### config.mk
export PLATFORM = sky130hd
export DESIGN_NAME = pipe_ctrl
export DESIGN_NICKNAME = d
export VERILOG_FILES = /design/src/rtl/pipe_ctrl_pkg.sv /design/src/rtl/pipe_ctrl_tmo.sv /design/src/rtl/pipe_ctrl.sv
export SDC_FILE = /design/constraint.sdc
export NUM_CORES = 1
export LEC_CHECK = 0
export BUFFER_PORTS_ARGS = -buffer_cell sky130_fd_sc_hd__buf_4
export CORE_AREA = 2 2 109 111
export DETAILED_ROUTE_END_ITERATION = 8
export DIE_AREA = 0 0 111 113
export GPL_TIMING_DRIVEN = 0
export HOLD_SLACK_MARGIN = 0.02
export PLACE_DENSITY = 0.42
export SYNTH_ARGS = -nofsm -noshare
export SYNTH_HDL_FRONTEND = slang
export SYNTH_SLANG_ARGS = --single-unit
### constraint.sdc
create_clock -name clk -period 1.85 [get_ports clk]
set_input_delay 0.37 -clock clk [delete_from_list [all_inputs] [get_ports clk]]
set_output_delay 0.37 -clock clk [all_outputs]
set_load 0.01 [all_outputs]
### src/rtl/pipe_ctrl_pkg.sv
// Shared definitions for the pipeline controller: FSM state encodings,
// the NOP word used by flush consumers and the per-cycle control bundle.
package pipe_ctrl_pkg;

  typedef enum logic [1:0] {
    PIPE_ST_IDLE      = 2'd0,
    PIPE_ST_REDIRECT  = 2'd1,
    PIPE_ST_LOAD_WAIT = 2'd2,
    PIPE_ST_LOAD_DONE = 2'd3
  } pipe_st_e;

  localparam logic [31:0] PIPE_NOP = 32'h0000_0013;

  typedef struct packed {
    logic hold_pc;
    logic hold_if_id;
    logic hold_id_ex;
    logic flush_if_id;
    logic flush_id_ex;
    logic mem_req;
  } pipe_ctl_t;

endpackage

### src/rtl/pipe_ctrl_tmo.sv
// Saturating load wait counter. expire_o flags the MEM_TIMEOUT-th cycle of a
// load request (the accepting IDLE cycle counts as the first).
module pipe_ctrl_tmo #(
  parameter int unsigned MEM_TIMEOUT = 16,
  parameter int unsigned TMO_W       = 8
) (
  input  logic clk,
  input  logic rst_n,
  input  logic clear_i,
  input  logic incr_i,
  output logic expire_o
);

  localparam logic [TMO_W-1:0] CNT_ONE   = TMO_W'(1);
  localparam logic [TMO_W-1:0] CNT_MAX   = '1;
  localparam logic [TMO_W-1:0] EXPIRE_AT = TMO_W'(MEM_TIMEOUT - 1);

  // cnt_q holds the number of request cycles already completed.
  logic [TMO_W-1:0] cnt_q, cnt_d;

  always_comb begin
    cnt_d = cnt_q;
    if (clear_i) begin
      cnt_d = CNT_ONE;
    end else if (incr_i && (cnt_q != CNT_MAX)) begin
      cnt_d = cnt_q + CNT_ONE;
    end
  end

  always_ff @(posedge clk or negedge rst_n) begin
    if (!rst_n) begin
      cnt_q <= '0;
    end else begin
      cnt_q <= cnt_d;
    end
  end

  assign expire_o = (cnt_q == EXPIRE_AT);

endmodule

### src/rtl/pipe_ctrl.sv
// Pipeline controller: jump redirect, load handshake with timeout, load-use
// bubble. Optional perf counters enabled by PIPE_CTRL_PERF_CNT_EN.
module pipe_ctrl
  import pipe_ctrl_pkg::*;
#(
  parameter int unsigned MEM_TIMEOUT = 16,
  parameter int unsigned TMO_W       = 8
) (
  input  logic        clk,
  input  logic        rst_n,
  input  logic        ctrl_jump_flag_in,
  input  logic [31:0] ctrl_jump_addr_in,
  input  logic        ctrl_load_req_in,
  input  logic        ctrl_load_use_in,
  input  logic        ctrl_mem_ack_in,
  output logic        ctrl_jump_flag_out,
  output logic [31:0] ctrl_jump_addr_out,
  output logic        ctrl_hold_pc_out,
  output logic        ctrl_hold_if_id_out,
  output logic        ctrl_hold_id_ex_out,
  output logic        ctrl_flush_if_id_out,
  output logic        ctrl_flush_id_ex_out,
  output logic        ctrl_mem_req_out,
  output logic        ctrl_load_done_out,
  output logic        ctrl_load_err_out,
  output logic [31:0] ctrl_stall_cnt_out,
  output logic [31:0] ctrl_flush_cnt_out
);

  pipe_st_e    state_q, state_d;
  logic [31:0] jaddr_q, jaddr_d;
  logic        err_q, err_d;
  logic        tmo_clear, tmo_incr, tmo_expire;
  pipe_ctl_t   ctl, ctl_g;

  pipe_ctrl_tmo #(
    .MEM_TIMEOUT(MEM_TIMEOUT),
    .TMO_W      (TMO_W)
  ) u_tmo (
    .clk     (clk),
    .rst_n   (rst_n),
    .clear_i (tmo_clear),
    .incr_i  (tmo_incr),
    .expire_o(tmo_expire)
  );

  always_comb begin
    state_d   = state_q;
    jaddr_d   = jaddr_q;
    err_d     = 1'b0;
    tmo_clear = 1'b0;
    tmo_incr  = 1'b0;
    ctl       = '0;
    unique case (state_q)
      PIPE_ST_IDLE: begin
        if (ctrl_jump_flag_in) begin
          ctl.flush_if_id = 1'b1;
          ctl.flush_id_ex = 1'b1;
          jaddr_d         = ctrl_jump_addr_in;
          state_d         = PIPE_ST_REDIRECT;
        end else if (ctrl_load_req_in) begin
          ctl.mem_req    = 1'b1;
          ctl.hold_pc    = 1'b1;
          ctl.hold_if_id = 1'b1;
          ctl.hold_id_ex = 1'b1;
          tmo_clear      = 1'b1;
          state_d        = ctrl_mem_ack_in ? PIPE_ST_LOAD_DONE : PIPE_ST_LOAD_WAIT;
        end else if (ctrl_load_use_in) begin
          ctl.hold_pc     = 1'b1;
          ctl.hold_if_id  = 1'b1;
          ctl.flush_id_ex = 1'b1;
        end
      end
      PIPE_ST_REDIRECT: begin
        // Squash the instruction fetched from the stale PC during the jump cycle.
        ctl.flush_if_id = 1'b1;
        ctl.flush_id_ex = 1'b1;
        state_d         = PIPE_ST_IDLE;
      end
      PIPE_ST_LOAD_WAIT: begin
        ctl.mem_req    = 1'b1;
        ctl.hold_pc    = 1'b1;
        ctl.hold_if_id = 1'b1;
        ctl.hold_id_ex = 1'b1;
        if (ctrl_mem_ack_in) begin
          state_d = PIPE_ST_LOAD_DONE;
        end else if (tmo_expire) begin
          err_d   = 1'b1;
          state_d = PIPE_ST_IDLE;
        end else begin
          tmo_incr = 1'b1;
        end
      end
      PIPE_ST_LOAD_DONE: begin
        if (ctrl_load_use_in) begin
          ctl.hold_pc     = 1'b1;
          ctl.hold_if_id  = 1'b1;
          ctl.flush_id_ex = 1'b1;
        end
        state_d = PIPE_ST_IDLE;
      end
      default: state_d = PIPE_ST_IDLE;
    endcase
  end

  always_ff @(posedge clk or negedge rst_n) begin
    if (!rst_n) begin
      state_q <= PIPE_ST_IDLE;
      jaddr_q <= 32'h0;
      err_q   <= 1'b0;
    end else begin
      state_q <= state_d;
      jaddr_q <= jaddr_d;
      err_q   <= err_d;
    end
  end

  // Reset forces the combinational controls low even while inputs are still active.
  assign ctl_g = rst_n ? ctl : '0;

  assign ctrl_mem_req_out     = ctl_g.mem_req;
  assign ctrl_hold_pc_out     = ctl_g.hold_pc;
  assign ctrl_hold_if_id_out  = ctl_g.hold_if_id & ~ctl_g.flush_if_id;
  assign ctrl_hold_id_ex_out  = ctl_g.hold_id_ex & ~ctl_g.flush_id_ex;
  assign ctrl_flush_if_id_out = ctl_g.flush_if_id;
  assign ctrl_flush_id_ex_out = ctl_g.flush_id_ex;
  assign ctrl_jump_flag_out   = (state_q == PIPE_ST_REDIRECT);
  assign ctrl_jump_addr_out   = ctrl_jump_flag_out ? jaddr_q : 32'h0;
  assign ctrl_load_done_out   = (state_q == PIPE_ST_LOAD_DONE);
  assign ctrl_load_err_out    = err_q;

`ifdef PIPE_CTRL_PERF_CNT_EN
  logic [31:0] stall_cnt_q, flush_cnt_q;
  logic        jump_acc;

  assign jump_acc = (state_q == PIPE_ST_IDLE) && ctrl_jump_flag_in;

  always_ff @(posedge clk or negedge rst_n) begin
    if (!rst_n) begin
      stall_cnt_q <= 32'h0;
      flush_cnt_q <= 32'h0;
    end else begin
      if (ctrl_hold_pc_out) stall_cnt_q <= stall_cnt_q + 32'd1;
      if (jump_acc)         flush_cnt_q <= flush_cnt_q + 32'd1;
    end
  end

  assign ctrl_stall_cnt_out = stall_cnt_q;
  assign ctrl_flush_cnt_out = flush_cnt_q;
`else
  assign ctrl_stall_cnt_out = 32'h0;
  assign ctrl_flush_cnt_out = 32'h0;
`endif

endmodule

Word level (Yosys, flattened, before mapping) --
Index checks and enable logic that the tools add are counted.
Word-level totals: register bits after elaboration 43, bits of input ports 38, output and inout bits 105, logic and storage cells 53
Cells by class: bitwise operators 4, equality and inequality tests 7, add/subtract/negate cells 1, reduce and logical (&&, ||, !) cells 6, muxes and demuxes 31
Operators by type and width (number):
- $mux 32 | 1
- $mux 8 | 2
- $mux 1 | 14
- $mux 2 | 6
- $pmux 2 s3 | 2
- $add 8x1->8 const B | 1
- $eq 8x4->1 const B | 1
- $ne 8x8->1 const B | 1
- $mux 6 | 1
- $ne 3x3->1 const B | 2
- $pmux 1 s2 | 3
- $eq 2x2->1 const B | 2
- $reduce_and 2->1 | 2
- $mux 3 | 1
- $pmux 1 s3 | 1
- $and 1x1->1 | 2
- $eq 2x1->1 const B | 1
- $logic_not 2->1 | 1
- $not 1->1 | 2
- $reduce_bool 2->1 | 1
- $reduce_or 2->1 | 1
- $logic_and 1x1->1 | 1

Logic depth before layout (Yosys ltp) --
Gate-level depths: netlist (run 1).
word-level depth 7, gate-level depth with buffers 5, depth with buffers taken out 5

By module --
A second synthesis (run 1) with hierarchy kept.
Second synthesis, totals: cells, all modules 248, area, all modules 2630.0 um^2
Modules (own cells, without submodules):
- pipe_ctrl | seq. area each 875.8 um^2, cells each 197, area an instance 2154.6 um^2, times used 1
- pipe_ctrl_tmo | seq. area each 200.2 um^2, cells each 51, area an instance 475.5 um^2, times used 1

Worst setup path before layout (run 1) --
No wires, ideal clock.
path kind register -> output, start reg state_q[0], end out ctrl_jump_addr_out[22], buffers on the path 2, data arrival time 1427 ps, data required time 1480 ps, slack 53 ps, stages on the path, launching flop included 5, cell sequence dfrtp_1 > clkbuf_1 > nor2b_1 > clkbuf_1 > and2_1
Between the ends: longest elaborated chain between the ends 2
RTL lines:
- from (decl) | RTL line pipe_ctrl.sv:30 | pipe_st_e state_q, state_d;
- from (signal assigned) | RTL line pipe_ctrl.sv:112 | state_q <= state_d;
- $eq 2x1->1 | RTL line pipe_ctrl.sv:127 | assign ctrl_jump_flag_out = (state_q == PIPE_ST_REDIRECT);
- net ctrl_jump_flag_out | RTL line pipe_ctrl.sv:16 | output logic ctrl_jump_flag_out,
- $mux 32 | RTL line pipe_ctrl.sv:128 | assign ctrl_jump_addr_out = ctrl_jump_flag_out ? jaddr_q : 32'h0;
- to (decl) | RTL line pipe_ctrl.sv:17 | output logic [31:0] ctrl_jump_addr_out,
The timed path passes the listed nets, and every way through them passes these cells.

Final worst setup path (run 1) --
start reg state_q[0], end out ctrl_jump_addr_out[13]
Between the ends: longest elaborated chain between the ends 2
RTL lines (RTL line):
- $eq 2x1->1 | pipe_ctrl.sv:127
- $mux 32 | pipe_ctrl.sv:128
Every way passes these cells.

==> results of run 1 <==
-- flip-flops by register name, indices dropped and copies added (netlist names) --
register and cells:
jaddr_q 32, u_tmo.cnt_q 8, state_q 2, ctrl_load_err_out 1
-- cell usage after synthesis (2+ instances only) --
| cell type | n | share of area |
|---|---|---|
| a21oi_1 | 7 | 0.014 |
| nand2b_1 | 2 | 0.0049 |
| xor2_1 | 2 | 0.0068 |
| buf_2 | 3 | 0.0059 |
| o21ai_0 | 4 | 0.0078 |
| a221oi_1 | 2 | 0.0068 |
| mux2_2 | 32 | 0.14 |
| or3_1 | 2 | 0.0049 |
| mux2i_1 | 2 | 0.0078 |
| inv_1 | 2 | 0.0029 |
| nor3_1 | 6 | 0.012 |
| and2_1 | 33 | 0.080 |
| nand3_1 | 5 | 0.0098 |
| nand2_1 | 3 | 0.0044 |
| nand4_1 | 3 | 0.0073 |
| buf_4 | 64 | 0.19 |
| and3_1 | 3 | 0.0073 |
| nor2b_1 | 3 | 0.0073 |
| clkbuf_1 | 5 | 0.0073 |
| dfrtp_1 | 43 | 0.42 |
| nor2_1 | 6 | 0.0088 |
-- kinds of logic (layout without fill, tap and decap cells) --
family	after synthesis	in the layout
buffers and inverters	74	167
AO/OA/AOI/OAI	17	17
AND/OR/NAND/NOR	71	71
XOR/XNOR	2	2
adder cells (fa/ha/maj)	1	1
flip-flops	43	43
other	1	64
multiplexers	35	35
-- power by group through the flow --
stage               Clock, uW  Combinational [uW]  Sequential (uW)
floorplan                   0                1090             1500
global placement            0                1690             1550
detailed placement          0                1710             1560
CTS                      1090                1920             1550
global route             1130                2280             1610
finish                   1050                2100             1560
-- per-layer routing --
metal,up-vias,track usage,part of all wire
li1,1001,-,-
met1,931,0.109,0.41
met2,86,0.167,0.50
met3,7,0.0295,0.073
met4,0,0.0225,0.011
met5,-,0,0
-- layout make-up --
cell class,instances,share of cell area
repair buffers,86,0.185
well taps,143,0.0444
clock buffers,6,0.0344
clock inverters,2,0.00869
flip-flops and latches,43,0.267
multi-input cells,190,0.319
plain buffers,71,0.139
inverters,2,0.00186
-- worst min path at each step --
stage / start / to / slack (ps) / depth (start not counted)
2_1_floorplan: rst_n / ctrl_load_err_out / 70 / 0
6_report: rst_n / jaddr_q[19] / 10 / 1
5_1_grt: rst_n / jaddr_q[19] / 40 / 1
3_5_place_dp: rst_n / jaddr_q[17] / 430 / 1
4_1_cts: rst_n / jaddr_q[17] / 20 / 1
3_3_place_gp: rst_n / jaddr_q[19] / 430 / 1
-- per-stage QoR --
step / worst slack, ps / TNS [ps] / instances / utilization / area, sq um
2_1_floorplan: 52.9 / 0 / 307 / - / 2800
3_3_place_gp: -579 / -23040 / 528 / 0.316 / 3570
3_5_place_dp: -553 / -22450 / 528 / 0.316 / 3570
4_1_cts: -52.6 / -657 / 541 / 0.345 / 3890
5_1_grt: -86.9 / -1840 / 543 / 0.358 / 4030
6_report: -26.6 / -205 / 543 / 0.358 / 4030
-- critical path, cell delays in order (launching register included) --
cell      delay [ps]
dfrtp_1          400
clkbuf_8         140
nor2b_4          120
buf_12           140
buf_8            130
and2_1           160
buf_4            140
-- repair_timing --
action                                  in CTS  in global routing
cloned                                       1                  0
endpoints found under the hold margin        0                  0
endpoints found under the setup margin      69                 62
resized for setup                           35                 37
buffers inserted                             5                  2
hold buffers                                 0                  0
pin swaps                                    5                 10
==> impl_metrics.prom, run 1 <==
# TYPE chip_impl_metric gauge
chip_impl_metric{name="place_congestion",unit=""} 0.769
chip_impl_metric{name="synth_cell_type_count",unit=""} 33
chip_impl_metric{name="share_clk_of_total_power",unit=""} 0.223
chip_impl_metric{name="multi_input_comb_area",unit="sq mm"} 0.00129
chip_impl_metric{name="die_area",unit="sq mm"} 0.0125
chip_impl_info{name="worst-setup-path-type",value="flop to output port"} 1
chip_impl_metric{name="remaining_drc_errors",unit=""} 0
chip_impl_metric{name="syn_to_final_growth",unit="%"} 57.2
chip_impl_metric{name="power_density",unit="mW/mm^2"} 1170
chip_impl_info{name="setup.worst_path.end_class",value="output port"} 1
chip_impl_metric{name="numPortBuffers",unit=""} 78
chip_impl_metric{name="pwr-share-seq",unit=""} 0.332
chip_impl_metric{name="clk_pin_slew",unit="ps"} 70
chip_impl_metric{name="cts_buffer_depth",unit=""} 2
chip_impl_info{name="clock-root-buffer",value="clkbuf_16"} 1
chip_impl_info{name="final_cell_mix",value="buf_4, conb_1, dfrtp_1"} 1
chip_impl_metric{name="grt_first_pass_wirelength",unit="um"} 9380
chip_impl_info{name="clock_tree_from_tritoncts",value="yes"} 1
chip_impl_metric{name="share_of_the_yosys_chip_area_belonging_to_registers",unit=""} 0.420
chip_impl_info{name="critPathLaunch",value="state_q[0]"} 1
chip_impl_info{name="layout_commonest_cell",value="buf_4"} 1
chip_impl_metric{name="ioPinCount",unit=""} 143
chip_impl_metric{name="drv_slew",unit=""} 0
chip_impl_metric{name="cts_htree_levels",unit=""} 2
chip_impl_info{name="yosys_most_used_dff",value="dfrtp_1"} 1
chip_impl_metric{name="drv.max_cap_violation_count",unit=""} 0
chip_impl_metric{name="number_of_flops_mapped_to_enable_cells_by_yosys",unit=""} 0
chip_impl_metric{name="die_y",unit="um"} 113
chip_impl_metric{name="ff2ff_path_depth",unit=""} 4
chip_impl_metric{name="fillers",unit=""} 1181
chip_impl_metric{name="drt_first_iter_violations",unit=""} 61
chip_impl_info{name="worstSetupStartpointType",value="flop"} 1
chip_impl_metric{name="postSynthCellCount",unit=""} 244
chip_impl_info{name="r2r_start",value="u_tmo.cnt_q[4]"} 1
chip_impl_metric{name="final.setup_skew",unit="ps"} 6.32
chip_impl_metric{name="syn_area",unit="sq mm"} 0.00256
chip_impl_metric{name="critical_path.max_fanout",unit=""} 10
chip_impl_metric{name="routed_wirelength",unit="um"} 6040
chip_impl_metric{name="global_route_overflow",unit=""} 0
chip_impl_metric{name="synth_async_sr_flop_share",unit=""} 1.00
chip_impl_metric{name="via_count",unit=""} 2025
chip_impl_metric{name="ff2ff_setup_slack",unit="ps"} 80
chip_impl_metric{name="crit_path_dat",unit="ps"} 1510
chip_impl_metric{name="synth_adder_area_share",unit=""} 0.00488
chip_impl_info{name="result_of_the_run",value="finished, violations left"} 1
chip_impl_metric{name="clk_latency_worst_skew_pair",unit="ps"} 290
chip_impl_metric{name="grt_antenna_before_repair",unit=""} 0
chip_impl_metric{name="totalPowerFinal",unit="uW"} 4710
chip_impl_info{name="r2r-end",value="u_tmo.cnt_q[1]"} 1
chip_impl_metric{name="final-seq-area",unit="sq mm"} 0.00108
chip_impl_metric{name="power.share.switching",unit=""} 0.299
chip_impl_metric{name="gr-usage-all-layers",unit=""} 0.0932
chip_impl_metric{name="synth.area.mux_share",unit=""} 0.154
chip_impl_metric{name="avgViaCountPerCell",unit=""} 3.73
chip_impl_info{name="violations_in_the_final_reports",value="negative setup slack"} 1
chip_impl_info{name="hold_class",value="primary input to asynchronous set/reset pin"} 1
chip_impl_metric{name="core",unit="sq mm"} 0.0113
chip_impl_info{name="synth_top_family_by_area",value="buffers and inverters"} 1
chip_impl_metric{name="postSynthAreaPerCell",unit="sq um"} 10.5
chip_impl_metric{name="vias_in_the_first_global_route",unit=""} 1875
chip_impl_metric{name="ir_worst_vdd",unit="mV"} 0.430
chip_impl_metric{name="combinationalPowerShare",unit=""} 0.445
chip_impl_metric{name="grt_start_max_net_pins",unit=""} 45
chip_impl_metric{name="post_drt_wl_per_cell",unit="um"} 11.1
chip_impl_metric{name="finalHoldViolations",unit=""} 0
chip_impl_metric{name="leakage",unit="uW"} 0.00205
chip_impl_metric{name="holdWs",unit="ps"} 12.9
chip_impl_info{name="rsz0062_at_grt",value="yes"} 1
chip_impl_metric{name="synthesis.yosys.warnings",unit=""} 0
chip_impl_metric{name="setup_violations",unit=""} 15
chip_impl_metric{name="synth-compound-area-share",unit=""} 0.0434
chip_impl_metric{name="nets",unit=""} 438
chip_impl_metric{name="synth-xor-area-share",unit=""} 0.00683
chip_impl_metric{name="numClockSinks",unit=""} 43
chip_impl_metric{name="fmaxAchievable",unit="MHz"} 533
chip_impl_metric{name="synthSimpleGateAreaFrac",unit=""} 0.166
chip_impl_metric{name="switchingPower",unit="uW"} 1410
chip_impl_metric{name="die_width",unit="um"} 111
chip_impl_info{name="crit_end",value="ctrl_jump_addr_out[13]"} 1
chip_impl_metric{name="postRouteAntennaNets",unit=""} 0
chip_impl_metric{name="initial_utilization",unit=""} 0.228
chip_impl_metric{name="cellInternalPower",unit="uW"} 3300
chip_impl_metric{name="diodes",unit=""} 0
chip_impl_metric{name="final_min_period_over_clock_period",unit=""} 1.01
chip_impl_metric{name="detailed_place_hpwl",unit="um"} 4450
chip_impl_metric{name="final_layout_size_suffix_gt1_frac",unit=""} 0.570
chip_impl_metric{name="tritoncts.num_buffers",unit=""} 5
chip_impl_metric{name="rows",unit=""} 39
chip_impl_metric{name="worst-endpoint-required",unit="ps"} 1480
chip_impl_metric{name="postLayoutSetupSlackWorst",unit="ps"} -26.6
chip_impl_metric{name="synth_seq_cells",unit=""} 43
chip_impl_metric{name="iteration_count_of_the_initial_detailed_routing_pass",unit=""} 4
chip_impl_metric{name="timing.final.crit_period",unit="ps"} 1880
Power figures use the tool's default switching activity.
==> run 2, diff against run 1 <==
--- a/config.mk
+++ b/config.mk
@@ -13,4 +13,5 @@
 export HOLD_SLACK_MARGIN = 0.02
 export PLACE_DENSITY = 0.42
+export SKIP_LAST_GASP = 1
 export SYNTH_ARGS = -nofsm -noshare
 export SYNTH_HDL_FRONTEND = slang
==> constraint.sdc (replaced) <==
create_clock -name clk -period 1.85 [get_ports clk]
set_input_delay 0.37 -clock clk [delete_from_list [all_inputs] [get_ports clk]]
set_output_delay 0.37 -clock clk [all_outputs]
set_load 0.005 [all_outputs]
==> impl_metrics.prom, run 2 (synthesized netlist as in run 1, its figures left out) <==
# TYPE chip_impl_metric gauge
chip_impl_info{name="result_of_the_run",value="finished, violations left"} 1
chip_impl_info{name="violations_in_the_final_reports",value="negative setup slack"} 1
chip_impl_info{name="clock-root-buffer",value="clkbuf_16"} 1
chip_impl_metric{name="rows",unit=""} 39
chip_impl_metric{name="detailed_place_hpwl",unit="um"} 4450
chip_impl_metric{name="die_y",unit="um"} 113
chip_impl_info{name="rsz0062_at_grt",value="yes"} 1
chip_impl_metric{name="ioPinCount",unit=""} 143
chip_impl_metric{name="drv_slew",unit=""} 0
chip_impl_metric{name="post_drt_wl_per_cell",unit="um"} 11.1
chip_impl_metric{name="largest_reg_flops",unit=""} 32
chip_impl_metric{name="cellInternalPower",unit="uW"} 3130
chip_impl_metric{name="nets",unit=""} 437
chip_impl_metric{name="leakage",unit="uW"} 0.00200
chip_impl_metric{name="place_congestion",unit=""} 0.769
chip_impl_metric{name="postLayoutSetupSlackWorst",unit="ps"} -40.6
chip_impl_info{name="worstSetupStartpointType",value="flop"} 1
chip_impl_metric{name="gr-usage-all-layers",unit=""} 0.0926
chip_impl_metric{name="clk_pin_slew",unit="ps"} 70
chip_impl_metric{name="power.share.switching",unit=""} 0.284
chip_impl_metric{name="postRouteAntennaNets",unit=""} 0
chip_impl_metric{name="placement.setup.worst_slack",unit="ps"} -542
chip_impl_metric{name="cts_hold_buf",unit=""} 0
chip_impl_metric{name="cts_htree_levels",unit=""} 2
chip_impl_metric{name="syn_to_final_growth",unit="%"} 51.9
chip_impl_metric{name="timing.final.crit_period",unit="ps"} 1890
chip_impl_info{name="setup.worst_path.end_class",value="output port"} 1
chip_impl_metric{name="finalHoldViolations",unit=""} 0
chip_impl_metric{name="fmaxAchievable",unit="MHz"} 529
chip_impl_info{name="layout_commonest_cell",value="buf_4"} 1
chip_impl_metric{name="die_width",unit="um"} 111
chip_impl_info{name="clock_tree_from_tritoncts",value="yes"} 1
chip_impl_metric{name="switchingPower",unit="uW"} 1240
chip_impl_metric{name="worst-endpoint-required",unit="ps"} 1480
chip_impl_metric{name="critical_path.max_fanout",unit=""} 10
chip_impl_metric{name="vias_in_the_first_global_route",unit=""} 1847
chip_impl_metric{name="drv.max_cap_violation_count",unit=""} 0
chip_impl_metric{name="holdWs",unit="ps"} 5.74
chip_impl_metric{name="routed_wirelength",unit="um"} 6000
chip_impl_metric{name="setup_violations",unit=""} 32
chip_impl_metric{name="grt_antenna_before_repair",unit=""} 0
chip_impl_metric{name="cts_buffer_depth",unit=""} 2
chip_impl_metric{name="crit_path_dat",unit="ps"} 1520
chip_impl_metric{name="remaining_drc_errors",unit=""} 0
chip_impl_info{name="top_register_by_number_of_flip_flops",value="jaddr_q"} 1
chip_impl_metric{name="tritoncts.num_buffers",unit=""} 5
chip_impl_metric{name="totalPowerFinal",unit="uW"} 4360
chip_impl_metric{name="share_clk_of_total_power",unit=""} 0.241
chip_impl_metric{name="avgViaCountPerCell",unit=""} 3.69
chip_impl_metric{name="grt_start_max_net_pins",unit=""} 45
chip_impl_metric{name="grt_first_pass_wirelength",unit="um"} 9320
chip_impl_metric{name="final.setup_skew",unit="ps"} 5.70
chip_impl_metric{name="via_count",unit=""} 2002
chip_impl_info{name="largestRegisters",value="jaddr_q (32), u_tmo.cnt_q (8), state_q (2)"} 1
chip_impl_metric{name="diodes",unit=""} 0
chip_impl_metric{name="pwr-share-seq",unit=""} 0.355
chip_impl_metric{name="initial_utilization",unit=""} 0.228
chip_impl_metric{name="drt_first_iter_violations",unit=""} 76
chip_impl_metric{name="core",unit="sq mm"} 0.0113
chip_impl_info{name="cpMaxStageDelayCell",value="dfrtp_1"} 1
chip_impl_metric{name="final_min_period_over_clock_period",unit=""} 1.02
chip_impl_metric{name="die_area",unit="sq mm"} 0.0125
chip_impl_info{name="worst-setup-path-type",value="flop to output port"} 1
chip_impl_metric{name="crit_path_max_incr_delay",unit="ps"} 410
chip_impl_metric{name="power_density",unit="mW/mm^2"} 1120
chip_impl_metric{name="combinationalPowerShare",unit=""} 0.404
chip_impl_metric{name="utilization_after_layout",unit=""} 0.346
chip_impl_metric{name="iteration_count_of_the_initial_detailed_routing_pass",unit=""} 4
chip_impl_info{name="path_cells",value="clkbuf_8 -> nor2b_4 -> buf_12 -> buf_8 -> and2_1 -> buf_4"} 1
chip_impl_metric{name="final.setup.tns",unit="ps"} -817
chip_impl_metric{name="numClockSinks",unit=""} 43
chip_impl_metric{name="clk_latency_worst_skew_pair",unit="ps"} 280
chip_impl_metric{name="final_layout_size_suffix_gt1_frac",unit=""} 0.524
chip_impl_info{name="final_cell_mix",value="buf_4, conb_1, dfrtp_1"} 1
chip_impl_metric{name="global_route_overflow",unit=""} 0
chip_impl_metric{name="numPortBuffers",unit=""} 78
chip_impl_metric{name="ir_worst_vdd",unit="mV"} 0.424
chip_impl_info{name="hold_class",value="primary input to asynchronous set/reset pin"} 1
==> run 2: cell types whose count changed in the layout (fill, tap and decap cells not counted), moves of 2 or more <==
cell      change
clkbuf_4      -2
and2_1       +17
buf_2         +2
buf_4        +18
buf_6        -18
and2_4       -17
clkbuf_8      -2
==> run 2: power groups by stage <==
| stage | combinational [uW] | sequential, uW | clock (uW) |
|---|---|---|---|
| after global placement | 1560 | 1550 | 0 |
| after global routing | 1950 | 1600 | 1130 |
| final | 1770 | 1550 | 1050 |
| after CTS | 1730 | 1550 | 1090 |
| after detailed placement | 1580 | 1560 | 0 |
| after floorplan | 962 | 1500 | 0 |
==> run 2: area by class of cell <==
class	count	area, sq um
well taps	143	179
repair buffers	85	666
inverters	2	10.0
clock inverters	2	35.0
plain buffers	71	557
clock buffers	6	139
multi-input cells	190	1230
fillers	1186	7380
flip-flops and latches	43	1080
==> run 2: metrics by stage <==
step | instance area (sq um) | cells
after floorplan | 2800 | 307
after global placement | 3570 | 528
after detailed placement | 3570 | 528
after CTS | 3850 | 541
after global routing | 3900 | 542
final | 3900 | 542
==> run 2: worst max-delay path: cells and delay by family (launching register included) <==
kind,cells,cell delay [ps]
AND/OR/NAND/NOR,2,280
flip-flops,1,410
buffers and inverters,4,550
==> run 2: worst paths after layout <==
check / from / slack (ps) / to / depth (start not counted)
worst min-delay path: rst_n / 6 / jaddr_q[19] / 1
min in group clk: ctrl_jump_addr_in[19] / 310 / jaddr_q[19] / 2
worst min register to register: jaddr_q[3] / 500 / jaddr_q[3] / 1
worst max-delay path: state_q[0] / -40 / ctrl_jump_addr_out[13] / 6
max in group asynchronous: rst_n / 1510 / state_q[1] / 1
worst max register to register: state_q[0] / 20 / jaddr_q[14] / 5
==> run 2: repair_timing <==
item / 4_1_cts / 5_1_grt
pin swaps: 1 / 3
setup buffers: 5 / 1
cloned: 1 / 0
endpoints found under the setup margin: 69 / 61
resized for setup: 24 / 9
hold endpoints to repair: 0 / 0
==> run 2: per-layer routing <==
layer  vias to the layer above  track usage  routed length [um]
met5                         -            0                   0
met4                         0       0.0200                  51
met3                         5       0.0279                 410
met2                        81        0.165                2980
li1                        998            -                   -
met1                       918        0.111                2560
==> run 3, diff against run 2 <==
Settings changed: ABC_AREA from default to 1, CORE_AREA 2 2 109 111 to 2 2 111 113, DIE_AREA 0 0 111 113 to 0 0 113 115.
Clock period 1.85 ns to 2.18 ns, I/O delays scaled along.
==> impl_metrics.prom, run 3 <==
# TYPE chip_impl_metric gauge
chip_impl_info{name="cpMaxStageDelayCell",value="dfrtp_2"} 1
chip_impl_info{name="routed.top_layer",value="met4"} 1
chip_impl_info{name="yosys-top-cells-count",value="nand2_1, buf_4, inv_1, nor2_1, dfrtp_1"} 1
chip_impl_info{name="rsz0062_at_grt",value="no"} 1
chip_impl_info{name="crit_family",value="flip-flops"} 1
chip_impl_metric{name="postSynthCellCount",unit=""} 347
chip_impl_metric{name="synth_cell_type_count",unit=""} 25
chip_impl_metric{name="slew_headroom",unit=""} 0.613
chip_impl_metric{name="grt_start_max_net_pins",unit=""} 45
chip_impl_metric{name="largest_reg_flops",unit=""} 32
chip_impl_metric{name="cts_hold_buf",unit=""} 0
chip_impl_info{name="r2r-end",value="u_tmo.cnt_q[6]"} 1
chip_impl_metric{name="worstMarginPinSlew",unit="ps"} 580
chip_impl_info{name="yosysMostFrequentCell",value="nand2_1"} 1
chip_impl_metric{name="routed_wirelength",unit="um"} 6450
chip_impl_metric{name="totalPowerFinal",unit="uW"} 3640
chip_impl_metric{name="drv_slew",unit=""} 0
chip_impl_metric{name="syn_area",unit="sq mm"} 0.00265
chip_impl_metric{name="cts_buffer_depth",unit=""} 2
chip_impl_info{name="result_of_the_run",value="finished, violations left"} 1
chip_impl_info{name="netlist_top_cells_area",value="dfrtp_1, buf_4, nand2_1"} 1
chip_impl_info{name="r2r_start",value="u_tmo.cnt_q[1]"} 1
chip_impl_metric{name="postSynthAreaPerCell",unit="sq um"} 7.63
chip_impl_metric{name="final_layout_size_suffix_gt1_frac",unit=""} 0.347
chip_impl_metric{name="met3_wirelength",unit="um"} 453
chip_impl_metric{name="via_count",unit=""} 2269
chip_impl_metric{name="final.setup_skew",unit="ps"} 4.41
chip_impl_metric{name="cellInternalPower",unit="uW"} 2290
chip_impl_metric{name="leakage",unit="uW"} 0.00214
chip_impl_info{name="clock-root-buffer",value="clkbuf_16"} 1
chip_impl_metric{name="m1WireLength",unit="um"} 2950
chip_impl_info{name="layout_commonest_cell",value="buf_4"} 1
chip_impl_info{name="worstSetupStartpointType",value="flop"} 1
chip_impl_info{name="cp_common_cell",value="nor2_4"} 1
chip_impl_metric{name="timing.final.crit_period",unit="ps"} 2100
chip_impl_metric{name="synth_async_sr_flop_share",unit=""} 1.00
chip_impl_metric{name="holdWs",unit="ps"} 134
chip_impl_metric{name="placement.setup.worst_slack",unit="ps"} 182
chip_impl_metric{name="tritoncts.num_buffers",unit=""} 5
chip_impl_metric{name="number_of_flops_mapped_to_enable_cells_by_yosys",unit=""} 0
chip_impl_metric{name="fmaxAchievable",unit="MHz"} 477
chip_impl_metric{name="drv.max_cap_violation_count",unit=""} 0
chip_impl_metric{name="clk_pin_slew",unit="ps"} 60
chip_impl_metric{name="post_drt_wl_per_cell",unit="um"} 10.0
chip_impl_info{name="setup.worst_path.end_class",value="output port"} 1
chip_impl_metric{name="syn_to_final_growth",unit="%"} 43.8
chip_impl_metric{name="power.share.switching",unit=""} 0.369
chip_impl_metric{name="rows",unit=""} 40
chip_impl_metric{name="combinationalPowerShare",unit=""} 0.455
chip_impl_metric{name="worstSetupPathDepth",unit=""} 7
chip_impl_metric{name="crit_buf_inv",unit=""} 3
chip_impl_info{name="largestRegisters",value="jaddr_q (32), u_tmo.cnt_q (8), state_q (2)"} 1
chip_impl_metric{name="postLayoutSetupSlackWorst",unit="ps"} 83.2
chip_impl_info{name="critPathLaunch",value="state_q[1]"} 1
chip_impl_metric{name="worst-endpoint-required",unit="ps"} 1740
chip_impl_metric{name="share_clk_of_total_power",unit=""} 0.200
chip_impl_metric{name="place_congestion",unit=""} 0.780
chip_impl_metric{name="synthDominantCellAreaShare",unit=""} 0.407
chip_impl_metric{name="final_min_period_over_clock_period",unit=""} 0.962
chip_impl_info{name="hold_class",value="primary input to asynchronous set/reset pin"} 1
chip_impl_metric{name="setup_violations",unit=""} 0
chip_impl_info{name="worst-setup-path-type",value="flop to output port"} 1
chip_impl_metric{name="vias_in_the_first_global_route",unit=""} 2201
chip_impl_metric{name="switchingPower",unit="uW"} 1340
chip_impl_metric{name="nets",unit=""} 534
chip_impl_metric{name="postRouteAntennaNets",unit=""} 0
chip_impl_info{name="violations_in_the_final_reports",value="design-rule violations"} 1
chip_impl_metric{name="avgViaCountPerCell",unit=""} 3.53
chip_impl_metric{name="cts_htree_levels",unit=""} 2
chip_impl_metric{name="critical_path.max_fanout",unit=""} 10
chip_impl_info{name="synth_top_cell_by_area",value="dfrtp_1"} 1
chip_impl_metric{name="gr-usage-all-layers",unit=""} 0.0977
chip_impl_metric{name="global_route_overflow",unit=""} 0
chip_impl_metric{name="numClockSinks",unit=""} 43
chip_impl_metric{name="fillers",unit=""} 1319
chip_impl_info{name="clock_tree_from_tritoncts",value="yes"} 1
chip_impl_metric{name="pwr-share-seq",unit=""} 0.345
chip_impl_metric{name="die_y",unit="um"} 115
chip_impl_metric{name="numPortBuffers",unit=""} 78
chip_impl_info{name="final_cell_mix",value="buf_4, nand2_1, conb_1"} 1
chip_impl_metric{name="crit_path_max_incr_delay",unit="ps"} 450
chip_impl_metric{name="share_of_the_yosys_chip_area_belonging_to_registers",unit=""} 0.407
chip_impl_metric{name="drt_first_iter_violations",unit=""} 72
chip_impl_metric{name="cts_post_setup_buffers_inserted",unit=""} 0
chip_impl_info{name="yosys_most_used_dff",value="dfrtp_1"} 1
chip_impl_metric{name="iteration_count_of_the_initial_detailed_routing_pass",unit=""} 6
chip_impl_info{name="crit_end",value="ctrl_flush_id_ex_out"} 1
chip_impl_metric{name="remaining_drc_errors",unit=""} 12
chip_impl_metric{name="grt_first_pass_wirelength",unit="um"} 10400
chip_impl_metric{name="ioPinCount",unit=""} 143
chip_impl_metric{name="synth_seq_cells",unit=""} 43
chip_impl_metric{name="ff2ff_setup_slack",unit="ps"} 700
chip_impl_metric{name="die_width",unit="um"} 113
chip_impl_metric{name="initial_utilization",unit=""} 0.224
chip_impl_metric{name="clk_latency_worst_skew_pair",unit="ps"} 280
chip_impl_metric{name="final_area",unit="sq mm"} 0.00380
chip_impl_metric{name="synthesis.yosys.warnings",unit=""} 0
chip_impl_info{name="path_cells",value="nor2_4 -> inv_2 -> nor2_4 -> buf_6 -> nor2_1 -> a31oi_1 -> buf_4"} 1
chip_impl_metric{name="ff2ff_path_depth",unit=""} 8
chip_impl_metric{name="diodes",unit=""} 0
chip_impl_metric{name="power_density",unit="mW/mm^2"} 956
chip_impl_metric{name="core",unit="sq mm"} 0.0118
chip_impl_metric{name="detailed_place_hpwl",unit="um"} 5020
chip_impl_metric{name="crit_path_dat",unit="ps"} 1660
chip_impl_metric{name="die_area",unit="sq mm"} 0.0130
chip_impl_metric{name="postPlaceCellArea",unit="sq mm"} 0.00365
chip_impl_metric{name="route.met2.wl",unit="um"} 2970
chip_impl_metric{name="finalHoldViolations",unit=""} 0
chip_impl_info{name="top_register_by_number_of_flip_flops",value="jaddr_q"} 1
chip_impl_metric{name="grt_antenna_before_repair",unit=""} 0
chip_impl_metric{name="ir_worst_vdd",unit="mV"} 0.321
run 3: cell families after synthesis:
kind of cell | synth area share
AND/OR/NAND/NOR | 0.216
buffers and inverters | 0.280
flip-flops | 0.407
AO/OA/AOI/OAI | 0.0785
XOR/XNOR | 0.0132
adder cells (fa/ha/maj) | 0.00473
other | 0.00142
run 3: worst register-to-register path: cells and delay by family (launching register included):
family                     cells  cell delay (ps)
DFF                            1              390
adders and majority gates      1              220
and+or+nand+nor                7              770
run 3: timing repair:
item | in CTS | in global routing
hold endpoints to repair | 0 | 0
gates resized for setup | 0 | 5
setup endpoints to repair | 1 | 32
pin swaps | 0 | 0
run 3: final cells by class:
| type | instances | area (sq um) | area share |
|---|---|---|---|
| plain buffers | 75 | 561 | 0.147 |
| clock buffers | 6 | 129 | 0.0339 |
| clock inverters | 2 | 12.5 | 0.00329 |
| inverters | 48 | 180 | 0.0474 |
| multi-input cells | 244 | 1080 | 0.283 |
| flip-flops and latches | 43 | 1080 | 0.283 |
| well taps | 147 | 184 | 0.0483 |
| repair buffers | 78 | 586 | 0.154 |
run 3: worst min-delay path by stage:
stage | from | end | cells past startpoint
floorplan | rst_n | ctrl_load_err_out | 0
global placement | rst_n | state_q[0] | 1
detailed placement | rst_n | ctrl_load_err_out | 1
CTS | rst_n | ctrl_load_err_out | 1
global route | rst_n | state_q[0] | 1
finish | rst_n | state_q[0] | 1
run 3: per-stage QoR:
| stage | util | setup TNS [ps] | cells |
|---|---|---|---|
| floorplan | - | 0 | 410 |
| global placement | 0.309 | 0 | 635 |
| detailed placement | 0.309 | 0 | 635 |
| CTS | 0.321 | -20.9 | 643 |
| global route | 0.322 | 0 | 643 |
| finish | 0.322 | 0 | 643 |
run 3: metal layers:
metal,vias to the layer above,GRT usage
met5,-,0
met4,0,0.0244
met3,5,0.0242
met2,75,0.163
met1,975,0.128
li1,1214,-
run 3: power groups by stage:
stage	logic [uW]	clock network, uW	registers [uW]
after floorplan	991	0	1230
after global placement	1670	0	1250
after detailed placement	1670	0	1260
after CTS	1680	766	1250
after global routing	1890	787	1290
final	1650	729	1250
